$ cat src/rtl/otter_hazard_unit.sv
// otter_hazard_unit: scoreboard-based forwarding and load-use stall control.
// Optional perf counters (STALL_CNT/FLUSH_CNT) when OTTER_HZD_PERF_CNT_EN is defined.
module otter_hazard_unit #(
  parameter int NUM_STAGES     = 3,
  parameter int NUM_RD_PORTS   = 2,
  parameter int LOAD_READY_STG = 2,
  localparam int SELW = $clog2(NUM_STAGES + 1)
) (
  input  logic                           CLK,
  input  logic                           RST_N,
  input  logic                           HOLD,
  input  logic                           FLUSH,
  input  logic                           DEC_VALID,
  input  logic [5*NUM_RD_PORTS-1:0]      DEC_RS,
  input  logic [NUM_RD_PORTS-1:0]        DEC_RS_USED,
  input  logic [4:0]                     DEC_RD,
  input  logic                           DEC_RD_WE,
  input  logic                           DEC_IS_LOAD,
  output logic                           STALL,
  output logic                           BUBBLE,
  output logic [SELW*NUM_RD_PORTS-1:0]   FWD_SEL
`ifdef OTTER_HZD_PERF_CNT_EN
  ,
  output logic [31:0]                    STALL_CNT,
  output logic [31:0]                    FLUSH_CNT
`endif
);

  logic       vld_q [1:NUM_STAGES];
  logic       vld_d [1:NUM_STAGES];
  logic       ld_q  [1:NUM_STAGES];
  logic       ld_d  [1:NUM_STAGES];
  logic [4:0] rd_q  [1:NUM_STAGES];
  logic [4:0] rd_d  [1:NUM_STAGES];

  logic [SELW-1:0] sel_p [NUM_RD_PORTS];
  logic [4:0]      rs_p  [NUM_RD_PORTS];
  logic [NUM_RD_PORTS-1:0] haz_p;
  logic            haz;

  // Scan oldest to youngest so the youngest match overwrites.
  always_comb begin
    haz_p   = '0;
    FWD_SEL = '0;
    for (int p = 0; p < NUM_RD_PORTS; p++) begin
      sel_p[p] = '0;
      rs_p[p]  = DEC_RS[5*p +: 5];
      for (int k = NUM_STAGES; k >= 1; k--) begin
        if (DEC_VALID && DEC_RS_USED[p] && vld_q[k] &&
            rd_q[k] == rs_p[p] && rs_p[p] != 5'd0) begin
          sel_p[p] = SELW'(k);
          haz_p[p] = ld_q[k] & (k < LOAD_READY_STG);
        end
      end
      if (RST_N) begin
        FWD_SEL[SELW*p +: SELW] = sel_p[p];
      end
    end
  end

  assign haz    = |haz_p;
  assign STALL  = haz & ~FLUSH & RST_N;
  assign BUBBLE = (STALL | FLUSH) & RST_N;

  always_comb begin
    vld_d = vld_q;
    ld_d  = ld_q;
    rd_d  = rd_q;
    if (!HOLD) begin
      for (int k = NUM_STAGES; k >= 2; k--) begin
        vld_d[k] = vld_q[k-1];
        ld_d[k]  = ld_q[k-1];
        rd_d[k]  = rd_q[k-1];
      end
      vld_d[1] = DEC_VALID & DEC_RD_WE & (DEC_RD != 5'd0) & ~STALL & ~FLUSH;
      rd_d[1]  = DEC_RD;
      ld_d[1]  = DEC_IS_LOAD;
    end
  end

  always_ff @(posedge CLK or negedge RST_N) begin
    if (!RST_N) begin
      for (int k = 1; k <= NUM_STAGES; k++) begin
        vld_q[k] <= 1'b0;
        ld_q[k]  <= 1'b0;
        rd_q[k]  <= 5'd0;
      end
    end else begin
      vld_q <= vld_d;
      ld_q  <= ld_d;
      rd_q  <= rd_d;
    end
  end

`ifdef OTTER_HZD_PERF_CNT_EN
  logic [31:0] stall_cnt_q;
  logic [31:0] stall_cnt_d;
  logic [31:0] flush_cnt_q;
  logic [31:0] flush_cnt_d;

  always_comb begin
    stall_cnt_d = stall_cnt_q;
    flush_cnt_d = flush_cnt_q;
    if (!HOLD && STALL && stall_cnt_q != 32'hFFFF_FFFF) begin
      stall_cnt_d = stall_cnt_q + 32'd1;
    end
    if (!HOLD && FLUSH && flush_cnt_q != 32'hFFFF_FFFF) begin
      flush_cnt_d = flush_cnt_q + 32'd1;
    end
  end

  always_ff @(posedge CLK or negedge RST_N) begin
    if (!RST_N) begin
      stall_cnt_q <= '0;
      flush_cnt_q <= '0;
    end else begin
      stall_cnt_q <= stall_cnt_d;
      flush_cnt_q <= flush_cnt_d;
    end
  end

  assign STALL_CNT = stall_cnt_q;
  assign FLUSH_CNT = flush_cnt_q;
`endif

endmodule

$ cat config.mk
export PLATFORM = sky130hd
export DESIGN_NAME = otter_hazard_unit
export DESIGN_NICKNAME = d
export VERILOG_FILES = /design/src/rtl/otter_hazard_unit.sv
export SDC_FILE = /design/constraint.sdc
export NUM_CORES = 1
export LEC_CHECK = 0
export ABC_AREA = 1
export BUFFER_PORTS_ARGS = -buffer_cell sky130_fd_sc_hd__buf_4
export CAP_MARGIN = 10
export CORE_MARGIN = 2
export CORE_UTILIZATION = 30
export DETAILED_ROUTE_END_ITERATION = 16
export HOLD_SLACK_MARGIN = 0.03
export PLACE_DENSITY = 0.58
export SLEW_MARGIN = 20
export SYNTH_ARGS = -nofsm -noshare
export SYNTH_HDL_FRONTEND = slang
export SYNTH_SLANG_ARGS = --single-unit
$ cat constraint.sdc
create_clock -name CLK -period 2.75 [get_ports CLK]
set_input_delay 0.55 -clock CLK [delete_from_list [all_inputs] [get_ports CLK]]
set_output_delay 0.55 -clock CLK [all_outputs]
set_load 0.02 [all_outputs]
==> impl_metrics.env, run 1 <==
export IMPL_die_area_mm2=0.00502
export IMPL_dpl_worst_slack_ns=0.597
export IMPL_clk_path_buf_depth=2
export IMPL_ant_nets=0
export IMPL_core_area_mm2=0.00432
export IMPL_drive_gt1_share_pct=21.2
export IMPL_cts_tree="built"
export IMPL_initial_core_util_pct=31.0
export IMPL_wire_per_inst_um=12.1
export IMPL_register_area_um2=475
export IMPL_multi_input_area_um2=742
export IMPL_maxCapViolations=0
export IMPL_cts_resized=0
export IMPL_yosysSeqAreaShare_pct=35.4
export IMPL_track_usage_pct=14.3
export IMPL_synth_area_top_cells="dfrtp_1 (35%), nand2_1 (16%), inv_1 (7.8%)"
export IMPL_fin_nets=251
export IMPL_synthesis_area_mm2=0.00134
export IMPL_holdCritPathClass="primary input to asynchronous set/reset pin"
export IMPL_drtIter0Drc=75
export IMPL_synth_top_area_share_pct=35.4
export IMPL_gp_congestion=0.837
export IMPL_crit_arrival_ns=1.61
export IMPL_worst_path_buf_inv=2
export IMPL_end_kind="output port"
export IMPL_clockRootBuffer="clkbuf_8"
export IMPL_clkTransAtPathRegs_ns=0.07
export IMPL_crit_type="flip-flop to output port"
export IMPL_antenna_diode_count=0
export IMPL_crit_fanout=4
export IMPL_path_depth=10
export IMPL_synth_common_cells="nand2_1 (57), inv_1 (28), dfrtp_1 (19)"
export IMPL_firstDrtPassIters=4
export IMPL_synth_most_common_cell="nand2_1"
export IMPL_maxSlewHeadroom_pct=71.3
export IMPL_fp_dieW_um=70.9
export IMPL_io_buffers=29
export IMPL_fin_skew_ns=0.000594
export IMPL_postCtsHoldBufs=0
export IMPL_synth_edf_count=0
export IMPL_leakagePower_nw=0.854
export IMPL_period_minus_slack_ns=2.16
export IMPL_yosys_warnings=0
export IMPL_place_hpwl_um=2710
export IMPL_fmax_mhz=463
export IMPL_worstMarginPinSlew_ns=0.430
export IMPL_synth_area_per_cell_um2=6.88
export IMPL_cp_required_ns=2.20
export IMPL_rows=24
export IMPL_fin_util_pct=38.5
export IMPL_drv_slew=0
export IMPL_setup_violations=0
export IMPL_post_cts_setup_buffers=0
export IMPL_viasPerCell=4.48
export IMPL_setup_ws_ns=0.590
export IMPL_grt_pass1_wl_um=5660
export IMPL_cts_max_level=1
export IMPL_crit_top_cell="nand2_1"
export IMPL_ys_ff_latch=19
export IMPL_totalWireLength_um=3370
export IMPL_via_count=1245
export IMPL_grt_pass1_vias=1162
export IMPL_area_growth_pct=24.2
export IMPL_clkSinkCount=19
export IMPL_grt_max_degree=25
export IMPL_drc=0
export IMPL_finalHoldViolCount=0
export IMPL_antenna_found_initial=0
export IMPL_synth_async_reset_ratio_pct=100
export IMPL_power_density_mw_per_mm2=426
export IMPL_synth_cell_types=20
export IMPL_die_h_um=70.9
export IMPL_peakVddDrop_mv=0.172
export IMPL_max_stage_delay_ns=0.40
export IMPL_cts_made_buffers=3
export IMPL_crit_family="simple AND/OR/NAND/NOR gates"
export IMPL_crit_chain="inv_1 -> nand2_1 -> nand2_1 -> nand2_1 -> nor2_2 -> nand2_2 -> nand2_2 -> nand2_4 -> a21oi_2 -> buf_4"
export IMPL_netlist_instances=195
export IMPL_fillCellCount=492
export IMPL_post_route_period_util_pct=78.5
export IMPL_reg2reg_depth=10
export IMPL_grt_setup_unrepaired="false"
export IMPL_synthFlopType="dfrtp_1"
export IMPL_p_total_uw=709
export IMPL_globalRouteOverflowTotal=0
export IMPL_clk_latency_ns=0.26
export IMPL_syn_nets=219
export IMPL_synth_top_area_cell="dfrtp_1"
export IMPL_status="finished clean"
export IMPL_ios=30
export IMPL_timing_setup_tns_ns=0
export IMPL_start_kind="flip-flop"
export IMPL_slowest_stage="dfrtp_1"
report_power, final:
part	switching (mW)	total, mW	internal (mW)
clock network	0.0954	0.199	0.103
logic	0.0924	0.169	0.0769
registers	0.0336	0.342	0.308
per-stage QoR:
step | hold slack (ns) | area (um^2) | cells
floorplan | 0.254 | 1340 | 195
global placement | 0.413 | 1620 | 274
detailed placement | 0.413 | 1620 | 274
CTS | 0.132 | 1670 | 278
global route | 0.127 | 1670 | 278
finish | 0.126 | 1670 | 278
cell families after synthesis:
family | count (synthesis) | share of synthesized area [%]
xor gates and xnor gates | 20 | 13.1
DFF | 19 | 35.4
buffers and inverters | 33 | 9.24
and+or+nand+nor | 96 | 31.3
AOI/OAI and AO/OA | 27 | 10.9
sequential cells by signal, summed over array words and instances, names as in the netlist:
name / cells
rd_q: 15
vld_q: 3
ld_q: 1
metal layers:
metal	GRT usage [%]	share of wire [%]
met1	21.3	51
met2	21.1	43
met3	2.28	3.6
met4	5.03	1.6
met5	0	0
cell type report:
| cell class | instances | area share (%) |
|---|---|---|
| Clock buffer | 4 | 2.70 |
| Inverter | 30 | 6.76 |
| Multi-Input combinational cell | 143 | 44.6 |
| Sequential cell | 19 | 28.5 |
| Tap cell | 52 | 3.91 |
| Timing Repair Buffer | 30 | 13.5 |
path summary, 6_finish.rpt:
| kind | start | endpoint | slack, ns |
|---|---|---|---|
| min in group CLK | DEC_IS_LOAD | ld_q[2]$_DFFE_PN0N_ | 0.49 |
| max in group asynchronous | RST_N | ld_q[2]$_DFFE_PN0N_ | 2.24 |
| hold / removal | RST_N | rd_q[8]$_DFFE_PN0N_ | 0.13 |
| setup / recovery | rd_q[12]$_DFFE_PN0N_ | BUBBLE | 0.59 |
| hold reg to reg | vld_q[2]$_DFFE_PN0N_ | vld_q[2]$_DFFE_PN0N_ | 0.49 |
| setup reg to reg | rd_q[12]$_DFFE_PN0N_ | vld_q[2]$_DFFE_PN0N_ | 1.46 |
layout by cell type (no fill, tap or decap), types with 5 or more instances in the layout:
| master | netlist | final |
|---|---|---|
| o21ai_0 | 16 | 16 |
| a21oi_1 | 8 | 8 |
| nand2_2 | 5 | 5 |
| dfrtp_1 | 19 | 19 |
| nor2_1 | 14 | 14 |
| xnor2_1 | 8 | 8 |
| buf_4 | 0 | 30 |
| xor2_1 | 12 | 12 |
| inv_1 | 28 | 28 |
| nand2_1 | 57 | 57 |
| nand3_1 | 8 | 8 |
worst register-to-register path: cells and delay by family, from the launching register on:
family,cells,cell delay (ns)
and+or+nand+nor,9,0.65
buffers and inverters,1,0.13
DFF,1,0.40
Power figures use the tool's default switching activity.
==> run 2: changes to the inputs <==
Clock period 2.75 ns to 2 ns, I/O delays scaled along.
==> run 2 against run 1 <==
Via count is 3.4% higher. Utilization grew 1.2 points. Worst hold slack got worse by 0.013 ns. Clock power rose by 36%. Die area unchanged. Sequential share of layout area fell by 0.83 points. Non-clock buffer count increased by 5. Clock-buffer cell count shrank 1. Critical path type unchanged.
==> impl_metrics.env, run 2 (synthesis results as in run 1) <==
export IMPL_leakagePower_nw=0.879
export IMPL_end_kind="output port"
export IMPL_grt_pass1_vias=1228
export IMPL_crit_family="flip-flops"
export IMPL_crit_type="flip-flop to output port"
export IMPL_fp_dieW_um=70.9
export IMPL_largest_reg_flops=15
export IMPL_io_buffers=29
export IMPL_antenna_found_initial=0
export IMPL_cts_tree="built"
export IMPL_maxSlewHeadroom_pct=77.1
export IMPL_largest_register="rd_q"
export IMPL_globalRouteOverflowTotal=0
export IMPL_cts_made_buffers=3
export IMPL_viasPerCell=4.55
export IMPL_post_route_period_util_pct=98.8
export IMPL_clockRootBuffer="clkbuf_8"
export IMPL_area_growth_pct=27.9
export IMPL_r2r_slack_ns=0.73
export IMPL_worst_path_buf_inv=2
export IMPL_firstDrtPassIters=5
export IMPL_crit_arrival_ns=1.58
export IMPL_max_stage_delay_ns=0.46
export IMPL_antenna_diode_count=0
export IMPL_p_comb_share_pct=24.8
export IMPL_period_minus_slack_ns=1.98
export IMPL_via_count=1287
export IMPL_power_density_mw_per_mm2=573
export IMPL_power_frac_seq_pct=47.8
export IMPL_fin_nets=256
export IMPL_setup_violations=0
export IMPL_setup_ws_ns=0.0244
export IMPL_die_h_um=70.9
export IMPL_dpl_cell_area_mm2=0.00164
export IMPL_final_common_cell="nand2_1"
export IMPL_fmax_mhz=506
export IMPL_path_depth=8
export IMPL_cts_max_level=1
export IMPL_dpl_worst_slack_ns=0.173
export IMPL_place_hpwl_um=2740
export IMPL_drive_gt1_share_pct=24.7
export IMPL_drv_slew=0
export IMPL_clkSinkCount=19
export IMPL_timing_setup_tns_ns=0
export IMPL_drc=0
export IMPL_wire_per_inst_um=12.0
export IMPL_ant_nets=0
export IMPL_cp_required_ns=1.60
export IMPL_p_sw_share_pct=31.4
export IMPL_largest_registers="rd_q: 15 flops, vld_q: 3 flops, ld_q: 1 flops"
export IMPL_crit_fanout=4
export IMPL_totalWireLength_um=3390
export IMPL_crit_chain="xnor2_1 -> nand2_1 -> nor2_1 -> nand2_2 -> buf_4 -> nand2_1 -> a21oi_1 -> buf_4"
export IMPL_peakVddDrop_mv=0.170
export IMPL_core_area_mm2=0.00432
export IMPL_p_switching_uw=308
export IMPL_status="finished clean"
export IMPL_grt_setup_unrepaired="true"
export IMPL_finalHoldViolCount=0
export IMPL_drtIter0Drc=58
export IMPL_gp_congestion=0.832
export IMPL_die_area_mm2=0.00502
export IMPL_fin_skew_ns=0.00298
export IMPL_start_kind="flip-flop"
export IMPL_rows=24
export IMPL_p_int_uw=675
export IMPL_maxCapViolations=0
export IMPL_reg2reg_depth=8
export IMPL_holdCritPathClass="primary input to asynchronous set/reset pin"
export IMPL_ios=30
export IMPL_track_usage_pct=14.3
export IMPL_stdcell_area_mm2=0.00172
export IMPL_clk_latency_ns=0.26
export IMPL_grt_max_degree=25
export IMPL_worstMarginPinSlew_ns=0.342
export IMPL_initial_core_util_pct=31.0
export IMPL_grt_pass1_wl_um=5740
export IMPL_clkTransAtPathRegs_ns=0.07
export IMPL_clk_path_buf_depth=2
export IMPL_pwr_share_clk_pct=27.5
export IMPL_slowest_stage="dfrtp_1"
export IMPL_layout_common_cells="nand2_1 (57), buf_4 (33), inv_1 (26), dfrtp_1 (19), o21ai_0 (16)"
-- run 2: cell count changes in the layout (fill, tap and decap cells not counted) --
cell           change
dlygate4sd3_1      +1
inv_1              -2
nor2_2             +2
clkbuf_1           -1
inv_2              +2
buf_4              +3
nor2_1             -2
buf_6              +1
clkinv_2           +1
-- run 2: layout make-up --
cell class / count / area [um^2]
fill: 483 / 2610
multi-input combinational: 143 / 747
sequential: 19 / 475
timing repair buffer: 35 / 269
inverter: 30 / 113
tap: 52 / 65.1
clock buffer: 3 / 41.3
clock inverter: 1 / 5.00
-- run 2: stage by stage --
stage               utilization, %  hold WS (ns)  total power, mW  std cells
floorplan                        -         0.104            0.609        195
global placement              37.8         0.255            0.712        276
detailed placement            37.8         0.259            0.715        276
CTS                           39.1         0.115            0.985        281
global route                  39.7         0.119             1.05        283
finish                        39.7         0.113            0.983        283
-- run 2: worst paths after layout --
check                                            end            startpoint
worst max register to register  vld_q[2]$_DFFE_PN0N_  rd_q[10]$_DFFE_PN0N_
worst min register to register  vld_q[2]$_DFFE_PN0N_  vld_q[2]$_DFFE_PN0N_
max in group asynchronous        rd_q[3]$_DFFE_PN0N_                 RST_N
min in group CLK                 ld_q[2]$_DFFE_PN0N_           DEC_IS_LOAD
worst max-delay path                      FWD_SEL[1]  rd_q[10]$_DFFE_PN0N_
worst min-delay path            vld_q[0]$_DFFE_PN0N_                 RST_N
-- run 2: worst reg2reg max path, cell delays in order, from the launching register on --
cell and delay, ns:
dfrtp_1 0.46, xnor2_1 0.20, nand2_1 0.06, nor2_1 0.12, nand2_2 0.09, nand2_2 0.09, nand2_4 0.06, nand3_2 0.06
nand2_2 0.04
-- run 2: repair_timing --
item | in CTS | in global routing
setup buffers | 0 | 2
hold buffers | 1 | 0
endpoints found under the hold margin | 7 | 0
endpoints found under the setup margin | 0 | 6
gates resized for setup | 0 | 5
-- run 2: routing by layer --
metal / vias to the layer above / wire length (um) / GRT usage, %
li1: 672 / - / -
met1: 586 / 1720 / 20.2
met2: 25 / 1500 / 22.7
met3: 4 / 124 / 2.56
met4: 0 / 38 / 3.77
met5: - / 0 / 0
-- run 2: power groups by stage --
stage | Clock [mW] | Combinational [mW] | Sequential [mW]
2_1_floorplan | 0 | 0.145 | 0.463
3_3_place_gp | 0 | 0.235 | 0.476
3_5_place_dp | 0 | 0.239 | 0.476
4_1_cts | 0.276 | 0.241 | 0.468
5_1_grt | 0.296 | 0.278 | 0.476
6_report | 0.270 | 0.243 | 0.470
